**src/rtl/vigenere_pkg.sv**
```systemverilog
// Shared ASCII constants and character-class helpers for the Vigenere decoder.
package vigenere_pkg;

    localparam logic [7:0] UC_A      = 8'd65;
    localparam logic [7:0] UC_Z      = 8'd90;
    localparam logic [7:0] LC_A      = 8'd97;
    localparam logic [7:0] LC_Z      = 8'd122;
    localparam logic [5:0] ALPHA_LEN = 6'd26;

    function automatic logic is_upper(input logic [7:0] c);
        return (c >= UC_A) && (c <= UC_Z);
    endfunction

    function automatic logic is_lower(input logic [7:0] c);
        return (c >= LC_A) && (c <= LC_Z);
    endfunction

    function automatic logic is_alpha(input logic [7:0] c);
        return is_upper(c) || is_lower(c);
    endfunction

    // Alphabet offset (0..25) of a letter, case-insensitive; callers ensure c is a letter.
    function automatic logic [4:0] letter_offset(input logic [7:0] c);
        logic [7:0] base;
        base = is_upper(c) ? UC_A : LC_A;
        return 5'(c - base);
    endfunction

endpackage

```
**src/rtl/vigenere_shift_comb.sv**
```systemverilog
// Combinational single-character Vigenere back-shift; case preserved, non-letters unchanged.
module vigenere_shift_comb
    import vigenere_pkg::*;
(
    input  logic [7:0] in_ch,
    input  logic [4:0] shift,
    output logic [7:0] out_ch
);

    logic [7:0] base;
    logic [5:0] off;
    logic [5:0] p;

    // Subtract the shift in 6-bit space; a set sign bit means the letter wrapped past 'A'.
    always_comb begin
        base   = UC_A;
        off    = '0;
        p      = '0;
        out_ch = in_ch;
        if (is_alpha(in_ch)) begin
            base = is_upper(in_ch) ? UC_A : LC_A;
            off  = 6'(in_ch - base);
            p    = off - {1'b0, shift};
            if (p[5]) begin
                p = p + ALPHA_LEN;
            end
            out_ch = base + {2'b00, p};
        end
    end

endmodule

```
**src/rtl/vigenere_decode.sv**
```systemverilog
// Streaming Vigenere decipher: runtime-loaded key, valid/ready in and out, one output register.
module vigenere_decode
    import vigenere_pkg::*;
#(
    parameter int unsigned KEY_MAX_LEN = 16,
    parameter int unsigned KEY_IDX_W   = $clog2(KEY_MAX_LEN)
) (
    input  logic                 clock,
    input  logic                 reset_n,
    input  logic                 key_clear,
    input  logic                 key_load_valid,
    input  logic [7:0]           key_load_char,
    input  logic                 msg_restart,
    input  logic                 in_valid,
    output logic                 in_ready,
    input  logic [7:0]           in_char,
    output logic                 out_valid,
    input  logic                 out_ready,
    output logic [7:0]           out_char,
    output logic [KEY_IDX_W:0]   key_len,
    output logic                 key_full
);

    // Key stored as shift amounts (0..25) rather than raw ASCII.
    logic [4:0]           key_mem [KEY_MAX_LEN];

    logic [KEY_IDX_W:0]   key_len_q, key_len_d;
    logic [KEY_IDX_W-1:0] key_idx_q, key_idx_d;
    logic                 out_valid_q, out_valid_d;
    logic [7:0]           out_char_q, out_char_d;

    logic                 key_empty;
    logic                 key_full_w;
    logic                 load_ok;
    logic                 in_fire;
    logic [4:0]           cur_shift;
    logic [7:0]           decoded;
    logic [KEY_IDX_W:0]   idx_inc;

    assign key_empty  = (key_len_q == '0);
    assign key_full_w = (key_len_q == (KEY_IDX_W+1)'(KEY_MAX_LEN));
    assign load_ok    = key_load_valid && is_alpha(key_load_char) && !key_full_w;
    assign in_ready   = !out_valid_q || out_ready;
    assign in_fire    = in_valid && in_ready;
    assign cur_shift  = key_empty ? 5'd0 : key_mem[key_idx_q];
    assign idx_inc    = {1'b0, key_idx_q} + (KEY_IDX_W+1)'(1);

    assign out_valid  = out_valid_q;
    assign out_char   = out_char_q;
    assign key_len    = key_len_q;
    assign key_full   = key_full_w;

    vigenere_shift_comb u_shift (
        .in_ch  (in_char),
        .shift  (cur_shift),
        .out_ch (decoded)
    );

    // Key length and index: clear > load > restart > stream advance.
    always_comb begin
        key_len_d = key_len_q;
        key_idx_d = key_idx_q;
        if (key_clear) begin
            key_len_d = '0;
            key_idx_d = '0;
        end else if (load_ok) begin
            key_len_d = key_len_q + (KEY_IDX_W+1)'(1);
            key_idx_d = '0;
        end else if (msg_restart) begin
            key_idx_d = '0;
        end else if (in_fire && is_alpha(in_char) && !key_empty) begin
            key_idx_d = (idx_inc == key_len_q) ? '0 : idx_inc[KEY_IDX_W-1:0];
        end
    end

    // Output stage: capture on input transfer, drop valid once consumed, otherwise hold.
    always_comb begin
        out_valid_d = out_valid_q;
        out_char_d  = out_char_q;
        if (in_fire) begin
            out_valid_d = 1'b1;
            out_char_d  = decoded;
        end else if (out_ready) begin
            out_valid_d = 1'b0;
        end
    end

    // Control and output state registers.
    always_ff @(posedge clock or negedge reset_n) begin
        if (!reset_n) begin
            key_len_q   <= '0;
            key_idx_q   <= '0;
            out_valid_q <= 1'b0;
            out_char_q  <= 8'd0;
        end else begin
            key_len_q   <= key_len_d;
            key_idx_q   <= key_idx_d;
            out_valid_q <= out_valid_d;
            out_char_q  <= out_char_d;
        end
    end

    // Key storage has no reset; entries beyond key_len are never read.
    always_ff @(posedge clock) begin
        if (load_ok && !key_clear) begin
            key_mem[key_len_q[KEY_IDX_W-1:0]] <= letter_offset(key_load_char);
        end
    end

endmodule

```
**config.mk**
```make
export PLATFORM = sky130hd
export DESIGN_NAME = vigenere_decode
export DESIGN_NICKNAME = d
export VERILOG_FILES = /design/src/rtl/vigenere_pkg.sv /design/src/rtl/vigenere_shift_comb.sv /design/src/rtl/vigenere_decode.sv
export SDC_FILE = /design/constraint.sdc
export NUM_CORES = 1
export LEC_CHECK = 0
export CORE_UTILIZATION = 60
export CTS_CLUSTER_SIZE = 30
export DETAILED_ROUTE_END_ITERATION = 7
export PLACE_DENSITY = 0.8
export SYNTH_ARGS = -nofsm -noshare
export SYNTH_HDL_FRONTEND = slang
export SYNTH_HIERARCHICAL = 1
export SYNTH_SLANG_ARGS = --single-unit
```
**constraint.sdc**
```tcl
create_clock -name clock -period 13.9 [get_ports clock]
set_input_delay 1.39 -clock clock [delete_from_list [all_inputs] [get_ports clock]]
set_output_delay 1.39 -clock clock [all_outputs]
set_load 0.02 [all_outputs]
```
# Yosys cells after proc, flatten, opt, wreduce, memory -nomap -nowiden
# Memory sizes are Yosys's and may differ from the RTL's.
# Cells that the tools add are included.
[totals]
wordCells = 59
latchBits = 0
mem_count = 1
regBits = 18
romBits = 0
ram_bits = 80
[mem_list]
columns = ["name", "depth", "width", "rd", "rd_clocked_by_memory_dff", "write_ports", "line", "text"]
rows = [
  ["key_mem", 16, 5, 1, 0, 1, "vigenere_decode.sv:25", "logic [4:0] key_mem [KEY_MAX_LEN];"],
]
[op_classes]
n_eq_ne = 2
div = 0
n_lt_le_gt_ge = 8
bitwise = 0
n_reduce_logical = 21
addsub = 7
n_shift = 0
mux = 16
mul = 0
[op_table]
columns = ["operator", "count"]
rows = [
  ["$ge A8 B7 Y1 const B", 4],
  ["$le A8 B7 Y1 const B", 4],
  ["$mux W4", 5],
  ["$mux W6", 3],
  ["$mux W5", 3],
  ["$logic_and A1 B1 Y1", 10],
  ["$add A8 B6 Y8", 1],
  ["$mux W8", 1],
  ["$add A6 B5 Y6 const B", 1],
  ["$sub A6 B5 Y6", 1],
  ["$sub A6 B6 Y6", 1],
  ["$add A4 B1 Y5 const B", 1],
  ["$add A5 B1 Y5 const B", 1],
  ["$eq A5 B5 Y1", 1],
  ["$eq A5 B5 Y1 const B", 1],
  ["$logic_not A5 Y1", 1],
  ["$sub A5 B5 Y5 const B", 1],
  ["$logic_not A1 Y1", 4],
  ["$mux W1", 4],
  ["$reduce_bool A2 Y1", 2],
  ["$reduce_bool A4 Y1", 1],
  ["$logic_or A1 B1 Y1", 3],
]

# Longest topological paths before layout
# Gate-level depths: netlist (run 1).
[depth]
depth_word = 10
mapped_depth = 19

# Cells and area by module
# Netlist (run 1), hierarchy kept.
[by_module_without_submodules]
columns = ["module", "area_each_um2", "instances", "cells_each"]
rows = [
  ["vigenere_decode", 4312.9, 1, 259],
  ["vigenere_shift_comb", 750.7, 1, 104],
]

# Worst setup path before layout (run 1)
# OpenSTA, ideal clock, no wires.
[synth_path]
kind = "register to register"
start = "reg key_idx_q[0]"
end = "reg out_char_q[4] (netlist: out_char[4])"
arrival_ns = 4.792
stages_incl_launch_ff = 20
t_required_ns = 13.775
path_slack_ns = 8.983
synth_period_minus_slack_ns = 4.917
cell_sequence = "dfrtp_1 -> buf_2 -> buf_6 -> mux4_2 -> mux4_2 -> nor2b_1 -> ha_1 -> inv_1 -> ha_1 -> nor2b_1 -> a2111oi_0 -> nand3_1 -> xnor2_4 -> xnor2_1 -> ha_1 -> and4b_1 -> xnor3_1 -> nand2b_1 -> a31o_2 -> mux2_2"
[synth_via]
elab_chain_cells = 8
[synth_lines]
columns = ["element", "line", "text"]
rows = [
  ["start, declared", "vigenere_decode.sv:28", "logic [KEY_IDX_W-1:0] key_idx_q, key_idx_d;"],
  ["start signal, assigned", "vigenere_decode.sv:97", "key_idx_q <= key_idx_d;"],
  ["$mem_v2 Z16 W5 *", "--", ""],
  ["$mux W5 *", "vigenere_decode.sv:45", "assign cur_shift = key_empty ? 5'd0 : key_mem[key_idx_q];"],
  ["via cur_shift[4]", "vigenere_decode.sv:36", "logic [4:0] cur_shift;"],
  ["$sub A6 B5 Y6 *", "vigenere_shift_comb.sv:23", "p = off - {1'b0, shift};"],
  ["$add A6 B5 Y6", "vigenere_shift_comb.sv:25", "p = p + ALPHA_LEN;"],
  ["$mux W6 *", "vigenere_shift_comb.sv:24", "if (p[5]) begin"],
  ["$mux W6 *", "vigenere_shift_comb.sv:20", "if (is_alpha(in_ch)) begin"],
  ["$add A8 B6 Y8 *", "vigenere_shift_comb.sv:27", "out_ch = base + {2'b00, p};"],
  ["$mux W8 *", "vigenere_shift_comb.sv:20", ""],
  ["via decoded[4]", "vigenere_decode.sv:37", "logic [7:0] decoded;"],
  ["end signal, assigned", "vigenere_decode.sv:99", "out_char_q <= out_char_d;"],
  ["end, declared", "vigenere_decode.sv:30", "logic [7:0] out_char_q, out_char_d;"],
]
# The timed path passes the listed nets; every way through them passes the cells marked *. The select of a mux whose other input is x is not followed.
# A chain may end at the register's enable or synchronous reset.

# Worst setup path after layout (run 1)
[layout_path]
start = "reg key_idx_q[1]"
end = "reg out_char_q[4] (netlist: out_char[4])"
# The elaborated chain is that of the path after synthesis.

==> qor.yml, run 1 <==
grt_pass1_vias: 2974
synth.yosys.warnings: 6
rsz0062_at_grt: "false"
initial_core_util: 0.6194
synthArstFlopShare: 0.1837
fin_setup_tns_ps: 0
die_h_um: 93.87
areaGrowthSynthToFinish_pct: 12.55
max_freq_mhz: 185.2
grt_pass1_wl_mm: 15.65
critPathCaptureType: "register"
post-cts-setup-buffers: 0
relSlewSlack: 0.2109
gp_congestion: 0.9140
die_w_um: 93.87
worstPathRequired_ps: 14160
synth_top_area_share: 0.4744
layout_common_cells: "80 x edfxtp_1, 38 x clkdlybuf4s50_1, 25 x mux4_2"
clk_latency_ps: 370
worst_setup_path_start_kind: "register"
dr_total_vias: 3135
synth_flop_cell: "edfxtp_1"
status: "finished, final reports clean"
antenna_found_initial: 0
synth_area_per_cell_um2: 13.95
core-area_um2: 8175
drc: 0
crit_type: "reg -> reg"
cts_tree: "yes"
hold_viol_final: 0
finClkSkew_ps: 15.65
postCtsResizedCells: 0
p_total_uw: 589.5
cts.sinks: 98
maxCapViolCount: 0
grt_util_all_layers: 0.2494
detail-route-antenna-nets: 0
portBuffers: 38
synthTopCellsByArea: "edfxtp_1 47%, mux4_2 11%, dfrtp_1 8.9%, ha_1 4.4%, mux2_2 2.2%"
die_area_um2: 8811
std_cell_rows: 33
drtIter0Drc: 244
setup_viol: 0
post-route-period-util: 0.3885
clk_pin_slew_ps: 100
p_leak_uw: 0.001943
final_core_util: 0.6971
drv_slew: 0
cp.arrival_ps: 5660
synth-edff-count: 80
netlist_instances: 363
synth_seq_area_share: 0.5634
vdd_drop_max_mv: 0.09055
grt_max_degree: 26
wl_mm: 10.13
antennaDiodeCount: 0
post_drt_via_cell_ratio: 6.135
fillers: 563
clockBufferDepth: 2
gr-total-overflow: 0
cts-root-buf: "clkbuf_8"
h-tree-depth: 3
powerDensity_nw_per_um2: 103.4
wl_per_cell_um: 19.82
layout-drive-gt1-share: 0.1527
cts_hold_buffers: 0
cp_max_fo: 23
cts_buffers: 9
ys_types: 53
synth_nets: 405
layout_commonest_cell: "edfxtp_1"
synth_area_um2: 5064
yosysTopAreaCell: "edfxtp_1"
layout.nets: 444
hold_class: "reg -> reg"
dr.pass1.iters: 5
ys_ff_latch: 98
hpwl_mm: 7.290
final.min_clock_period_ps: 5400
tightest_slew_ps: 1180
num_io_pins: 39
==> power by group <==
group / internal (µW) / switching, µW
logic: 45.3 / 53.2
clock network: 65.5 / 96.6
registers: 326 / 3.11
total: 437 / 153
==> through the flow <==
| stage | hold slack [ps] | cell area (µm²) | std cells | setup slack (ps) |
|---|---|---|---|---|
| 2_1_floorplan | 635.3 | 5064 | 363 | 8983 |
| 3_3_place_gp | 488.5 | 5530 | 496 | 8620 |
| 3_5_place_dp | 493.9 | 5530 | 496 | 8492 |
| 4_1_cts | 516.1 | 5699 | 511 | 8475 |
| 5_1_grt | 522.4 | 5699 | 511 | 8271 |
| 6_report | 514.3 | 5699 | 511 | 8500 |
==> worst max-delay path, stage by stage (launching register included) <==
cell and delay, ps:
dfrtp_1 990, mux4_2 430, mux4_2 470, nor2b_1 140, ha_1 300, inv_1 40
ha_1 340, nor2b_1 160, a2111oi_0 430, nand3_1 240, xnor2_4 350, xnor2_1 110
ha_1 240, and4b_1 250, xnor3_1 280, nand2b_1 60, a31o_2 220, mux2_2 250
==> worst paths after layout <==
path                                   start  depth (start not counted)  slack (ps)          end
min in group asynchronous            reset_n                          1        1500  out_char[7]
max in group asynchronous            reset_n                          1       11870  out_char[6]
worst max register to register  key_idx_q[1]                         17        8500  out_char[4]
worst min-delay path             out_char[0]                          1         510  out_char[0]
worst max-delay path            key_idx_q[1]                         17        8500  out_char[4]
worst min register to register   out_char[0]                          1         510  out_char[0]
==> routing by layer <==
layer | up-vias | GRT usage | share of wire
met2 | 125 | 0.3984 | 0.51
met3 | 26 | 0.05016 | 0.059
met5 | - | 0 | 0
li1 | 1447 | - | -
met1 | 1537 | 0.3269 | 0.40
met4 | 0 | 0.1256 | 0.036
==> cells in the mapped netlist, drive strengths merged, types with 2 or more instances <==
master	count
nor3b	4
inv	17
xor2	8
nor2	24
or3	3
mux2i	6
o21ai	8
or4	2
and4b	2
o2111ai	2
nand3	10
a31oi	2
edfxtp	80
dfrtp	18
or3b	2
o21bai	3
and2	2
a21oi	12
xnor2	9
clkbuf	4
nand2	20
nor4	5
nor2b	17
buf	10
ha	18
nor4b	3
mux2	10
mux4	25
nand2b	10
nor3	10
==> registers in the layout (all words and copies together) (netlist names) <==
register and cells:
key_idx_q 4, key_len 5, key_mem 80, out_char 8, out_valid 1
==> cell type report <==
type                            instances  area (µm²)  share of cell area
Timing Repair Buffer                   42       410.4             0.07201
Tap cell                              105       131.4             0.02305
Clock buffer                           10       127.6             0.02239
Inverter                               17       63.81             0.01120
Sequential cell                        98        2853              0.5005
Multi-Input combinational cell        234        2072              0.3636
Clock inverter                          5       41.29            0.007245
==> kinds of logic after synthesis <==
logic type | count (synthesis) | synth area share
muxes | 41 | 0.1453
xor gates and xnor gates | 18 | 0.03756
and+or+nand+nor | 118 | 0.1273
DFF | 98 | 0.5634
buffers and inverters | 31 | 0.02743
adders and majority gates | 19 | 0.04843
AOI/OAI and AO/OA | 38 | 0.05066
Note: power is estimated with default switching activity, not from simulation.
==> run 2: changes to the inputs <==
--- a/config.mk
+++ b/config.mk
@@ -5,10 +5,10 @@
 export SDC_FILE = /design/constraint.sdc
 export NUM_CORES = 1
 export LEC_CHECK = 0
-export CORE_UTILIZATION = 60
+export CORE_UTILIZATION = 59
 export CTS_CLUSTER_SIZE = 30
 export DETAILED_ROUTE_END_ITERATION = 7
-export PLACE_DENSITY = 0.8
+export PLACE_DENSITY = 0.78
 export SYNTH_ARGS = -nofsm -noshare
 export SYNTH_HDL_FRONTEND = slang
 export SYNTH_HIERARCHICAL = 1
==> constraint.sdc (replaced) <==
create_clock -name clock -period 5.1 [get_ports clock]
set_input_delay 0.51 -clock clock [delete_from_list [all_inputs] [get_ports clock]]
set_output_delay 0.51 -clock clock [all_outputs]
set_load 0.02 [all_outputs]
==> qor.yml, run 2 (same netlist as run 1, synthesis figures left out) <==
h-tree-depth: 3  # unchanged
die_w_um: 94.64  # was 93.87 µm
post-route-period-util: 0.9553  # was 0.3885
path_common_cell: "ha_1"  # unchanged
cts_hold_buffers: 0  # unchanged
grt_pass1_wl_mm: 16.10  # was 15.65 mm
cts_buffers: 9  # unchanged
place_inst: 504  # was 496
layout.nets: 454  # was 444
slowest_stage: "mux4_2"  # was dfrtp_1
cp_cell_sequence: "buf_12, mux4_2, mux4_2, nor2b_1, ha_1, inv_1, ha_1, nor2b_1, a2111oi_2, nand3_1, xnor2_4, xnor2_1, ha_1, and4b_1, xnor3_1, nand2b_1, a31o_2, mux2_2"  # was mux4_2, mux4_2, nor2b_1, ha_1, inv_1, ha_1, nor2b_1, a2111oi_0, nand3_1, xnor2_4, xnor2_1, ha_1, and4b_1, xnor3_1, nand2b_1, a31o_2, mux2_2
dr_total_vias: 3189  # was 3135
cts.sinks: 98  # unchanged
maxCapViolCount: 0  # unchanged
std_cell_rows: 33  # unchanged
areaGrowthSynthToFinish_pct: 15.10  # was 12.55%
core-area_um2: 8258  # was 8175 µm²
max_freq_mhz: 205.2  # was 185.2 MHz
grt_pass1_vias: 3154  # was 2974
tightest_slew_ps: 1143  # was 1180 ps
design_area_um2: 5828  # was 5699 µm²
die_area_um2: 8957  # was 8811 µm²
final_cells: 522  # was 511
worst-path-buf-inv: 2  # was 1
post-place-ws_ps: 112.2  # was 8492 ps
detail-route-antenna-nets: 0  # unchanged
initial_core_util: 0.6132  # was 0.6194
clockBufferDepth: 2  # unchanged
wl_mm: 10.52  # was 10.13 mm
drv_slew: 0  # unchanged
drc: 0  # unchanged
portBuffers: 38  # unchanged
layout_commonest_cell: "edfxtp_1"  # unchanged
gp_congestion: 0.8180  # was 0.9140
worstPathRequired_ps: 5360  # was 14160 ps
critPathCaptureType: "register"  # unchanged
final_core_util: 0.7058  # was 0.6971
cts-root-buf: "clkbuf_8"  # unchanged
hold_viol_final: 0  # unchanged
grt_util_all_layers: 0.2512  # was 0.2494
clk_pin_slew_ps: 100  # about the same
gr-total-overflow: 0  # unchanged
hp-start: "out_char[0]"  # unchanged
status: "finished, final reports clean"  # unchanged
vdd_drop_max_mv: 0.1910  # was 0.09055 mV
startpoint: "key_idx_q[0]"  # was key_idx_q[1]
clk_latency_ps: 360  # was 370 ps
setup_viol: 0  # unchanged
num_io_pins: 39  # unchanged
hpwl_mm: 7.637  # was 7.290 mm
cp_max_fo: 10  # was 23
die_h_um: 94.64  # was 93.87 µm
hold_class: "reg -> reg"  # unchanged
crit_type: "reg -> reg"  # unchanged
relSlewSlack: 0.2356  # was 0.2109
layout_common_cells: "80 x edfxtp_1, 38 x clkdlybuf4s50_1, 25 x mux4_2"  # unchanged
cp_top_family: "multiplexers"  # unchanged
largest_reg_flops: 80  # unchanged
cts_tree: "yes"  # unchanged
max_stage_delay_ps: 510  # was 990 ps
dr.pass1.iters: 5  # unchanged
cp.arrival_ps: 5130  # was 5660 ps
dpl_cell_area_um2: 5603  # was 5530 µm²
fillers: 557  # was 563
wl_per_cell_um: 20.16  # was 19.82 µm
reg2reg_from: "key_idx_q[0]"  # was key_idx_q[1]
drtIter0Drc: 245  # was 244
grt_max_degree: 21  # was 26
antennaDiodeCount: 0  # unchanged
setup_ws_ps: 227.8  # was 8500 ps
post_drt_via_cell_ratio: 6.109  # was 6.135
p_leak_uw: 0.002017  # was 0.001943 µW
finClkSkew_ps: 7.523  # was 15.65 ps
antenna_found_initial: 0  # unchanged
final.min_clock_period_ps: 4872  # was 5400 ps
worst_setup_path_start_kind: "register"  # unchanged
powerDensity_nw_per_um2: 282.1  # was 103.4 nW/µm²
layout-drive-gt1-share: 0.1799  # was 0.1527
[run 2: cell type report]
class                      instances  area (µm²)  share of cell area
sequential                        98        2854              0.4897
clock inverter                     7       61.31             0.01052
clock buffer                       9       123.9             0.02125
multi-input combinational        234        2078              0.3566
tap                              105       131.4             0.02254
inverter                          17       63.81             0.01095
timing repair buffer              52       515.5             0.08845
[run 2: timing repair]
action                                  CTS  global route
setup buffers                             0             1
endpoints found under the setup margin    0             3
endpoints found under the hold margin     0             0
gates resized for setup                   0             3
[run 2: per-layer routing]
metal,share of wire,vias to the layer above,GRT usage
met2,0.51,113,0.4065
met5,0,-,0
met3,0.050,15,0.04670
met4,0.019,0,0.1111
met1,0.42,1589,0.3339
li1,-,1472,-
[run 2: worst reg2reg max path: stages (launching register included)]
cell and delay [ps]:
dfrtp_2 430, buf_12 160, mux4_2 520, mux4_2 460
nor2b_1 140, ha_1 290, inv_1 40, ha_1 340
nor2b_1 180, a2111oi_2 370, nand3_1 230, xnor2_4 180
xnor2_1 140, ha_1 240, and4b_1 240, xnor3_1 270
nand2b_1 60, a31o_2 220, mux2_2 250
[run 2: path summary, 6_finish.rpt]
check / to / slack, ps / depth (start not counted)
min: out_char[0] / 510 / 1
max in group asynchronous: key_idx_q[0] / 3920 / 1
min reg2reg: out_char[0] / 510 / 1
max: out_char[4] / 230 / 18
min in group asynchronous: out_char[0] / 610 / 1
max reg2reg: out_char[4] / 230 / 18
[run 2: power breakdown]
group | internal, µW | leakage (µW) | switching [µW]
clock network | 187 | 0.0000953 | 287
registers | 888 | 0.000947 | 8.67
logic | 127 | 0.000976 | 147
[run 2: through the flow]
stage | total power, µW | setup TNS [ps] | hold WS (ps)
floorplan | 1084 | 0 | 214.4
detailed placement | 1185 | 0 | 494.6
CTS | 1646 | 0 | 517.5
finish | 1644 | 0 | 512.9
global placement | 1179 | 0 | 488.2
global route | 1707 | -14.49 | 533.4
==> run 3: changes to the inputs <==
--- a/config.mk
+++ b/config.mk
@@ -5,10 +5,10 @@
 export SDC_FILE = /design/constraint.sdc
 export NUM_CORES = 1
 export LEC_CHECK = 0
-export CORE_UTILIZATION = 59
+export CORE_UTILIZATION = 26
 export CTS_CLUSTER_SIZE = 30
 export DETAILED_ROUTE_END_ITERATION = 7
-export PLACE_DENSITY = 0.78
+export PLACE_DENSITY = 0.4
 export SYNTH_ARGS = -nofsm -noshare
 export SYNTH_HDL_FRONTEND = slang
 export SYNTH_HIERARCHICAL = 1
==> qor.yml, run 3 (same netlist as run 1, synthesis figures left out) <==
status: "finished, final reports clean"  # unchanged
worst_setup_path_start_kind: "register"  # unchanged
post-route-period-util: 0.9574  # was 0.9553
areaGrowthSynthToFinish_pct: 21.72  # was 15.10%
p_total_uw: 1919  # was 1644 µW
relSlewSlack: 0.2563  # was 0.2356
final_cells: 679  # was 522
grt_pass1_vias: 3142  # was 3154
cts.sinks: 98  # unchanged
std_cell_rows: 50  # was 33
clockBufferDepth: 2  # unchanged
cp_top_family: "multiplexers"  # unchanged
maxCapViolCount: 0  # unchanged
fin_setup_tns_ps: 0  # unchanged
vdd_drop_max_mv: 0.1522  # was 0.1910 mV
grt_pass1_wl_mm: 18.49  # was 16.10 mm
critPathCaptureType: "register"  # unchanged
drtIter0Drc: 136  # was 245
max_freq_mhz: 204.8  # was 205.2 MHz
setup_viol: 0  # unchanged
final.min_clock_period_ps: 4882  # was 4872 ps
powerDensity_nw_per_um2: 311.3  # was 282.1 nW/µm²
cp.arrival_ps: 5120  # was 5130 ps
path_common_cell: "ha_1"  # unchanged
grt_max_degree: 19  # was 21
p_leak_uw: 0.002085  # was 0.002017 µW
place_inst: 662  # was 504
hold_class: "reg -> reg"  # unchanged
worstPathRequired_ps: 5330  # was 5360 ps
post-cts-setup-buffers: 0  # unchanged
dr_total_vias: 3094  # was 3189
crit_type: "reg -> reg"  # unchanged
core-area_um2: 18890  # was 8258 µm²
die_w_um: 141.6  # was 94.64 µm
cp_max_fo: 18  # was 10
cts-root-buf: "clkbuf_16"  # was clkbuf_8
hpwl_mm: 8.745  # was 7.637 mm
grt_util_all_layers: 0.1265  # was 0.2512
finClkSkew_ps: 7.900  # was 7.523 ps
antennaDiodeCount: 0  # unchanged
cts_hold_buffers: 0  # unchanged
gr-total-overflow: 0  # unchanged
num_io_pins: 39  # unchanged
antenna_found_initial: 0  # unchanged
detail-route-antenna-nets: 0  # unchanged
slowest_stage: "mux4_2"  # unchanged
postCtsResizedCells: 0  # unchanged
layout_common_cells: "80 x edfxtp_1, 38 x clkdlybuf4s50_1, 25 x mux4_2"  # unchanged
clk_latency_ps: 350  # was 360 ps
h-tree-depth: 3  # unchanged
layout_commonest_cell: "edfxtp_1"  # unchanged
wl_mm: 11.82  # was 10.52 mm
max_stage_delay_ps: 530  # was 510 ps
rsz0062_at_grt: "false"
worst-path-buf-inv: 2  # unchanged
initial_core_util: 0.2680  # was 0.6132
layout-drive-gt1-share: 0.1838  # was 0.1799
tightest_slew_ps: 1112  # was 1143 ps
largest_reg_flops: 80  # unchanged
cts_tree: "yes"  # unchanged
gp_congestion: 0.7866  # was 0.8180
cts_buffers: 9  # unchanged
post_drt_via_cell_ratio: 4.557  # was 6.109
clk_pin_slew_ps: 70  # was 100 ps
hold_viol_final: 0  # unchanged
layout.nets: 456  # was 454
die_area_um2: 20040  # was 8957 µm²
cp_cell_sequence: "buf_12, mux4_2, mux4_2, nor2b_1, ha_1, inv_1, ha_1, nor2b_1, a2111oi_2, nand3_2, xnor2_4, xnor2_1, ha_1, and4b_1, xnor3_1, nand2b_1, a31o_2, mux2_2"  # was buf_12, mux4_2, mux4_2, nor2b_1, ha_1, inv_1, ha_1, nor2b_1, a2111oi_2, nand3_1, xnor2_4, xnor2_1, ha_1, and4b_1, xnor3_1, nand2b_1, a31o_2, mux2_2
die_h_um: 141.6  # was 94.64 µm
wl_per_cell_um: 17.40  # was 20.16 µm
dr.pass1.iters: 4  # was 5
drv_slew: 0  # unchanged
drc: 0  # unchanged
portBuffers: 38  # unchanged
run 3: report_power, final:
group / switching, µW / internal [µW]
logic: 150 / 130
registers: 9.91 / 888
clock network: 304 / 437
total: 464 / 1460
run 3: area by class of cell:
| type | instances | area [µm²] |
|---|---|---|
| Inverter | 17 | 63.81 |
| Multi-Input combinational cell | 234 | 2083 |
| Fill cell | 1903 | 12730 |
| Clock buffer | 10 | 229.0 |
| Timing Repair Buffer | 54 | 513.0 |
| Clock inverter | 6 | 96.34 |
| Tap cell | 260 | 325.3 |
| Sequential cell | 98 | 2853 |
run 3: path summary, 6_finish.rpt:
path / start / to / slack, ps / cells after the start
setup / recovery: key_idx_q[0] / out_char[4] / 220 / 18
hold / removal: out_char[6] / out_char[6] / 510 / 1
setup reg to reg: key_idx_q[0] / out_char[4] / 220 / 18
hold reg to reg: out_char[6] / out_char[6] / 510 / 1
max in group asynchronous: reset_n / out_valid / 3910 / 1
min in group asynchronous: reset_n / out_char[7] / 660 / 1
run 3: routing by layer:
metal | global-route usage | vias up | routed length [µm]
li1 | - | 1477 | -
met1 | 0.1690 | 1555 | 5621
met2 | 0.2051 | 49 | 5693
met3 | 0.02734 | 13 | 344
met4 | 0.03905 | 0 | 158
met5 | 0 | - | 0
run 3: metrics by stage:
| stage | setup slack [ps] | hold WS, ps | utilization | area [µm²] |
|---|---|---|---|---|
| 4_1_cts | 139.8 | 515.9 | 0.3252 | 6145 |
| 3_5_place_dp | 151.6 | 500.5 | 0.3080 | 5819 |
| 2_1_floorplan | 183.5 | 214.4 | - | 5064 |
| 3_3_place_gp | 278.4 | 495.7 | 0.3080 | 5819 |
| 5_1_grt | 6.540 | 527.2 | 0.3262 | 6163 |
| 6_report | 217.5 | 507.9 | 0.3262 | 6163 |
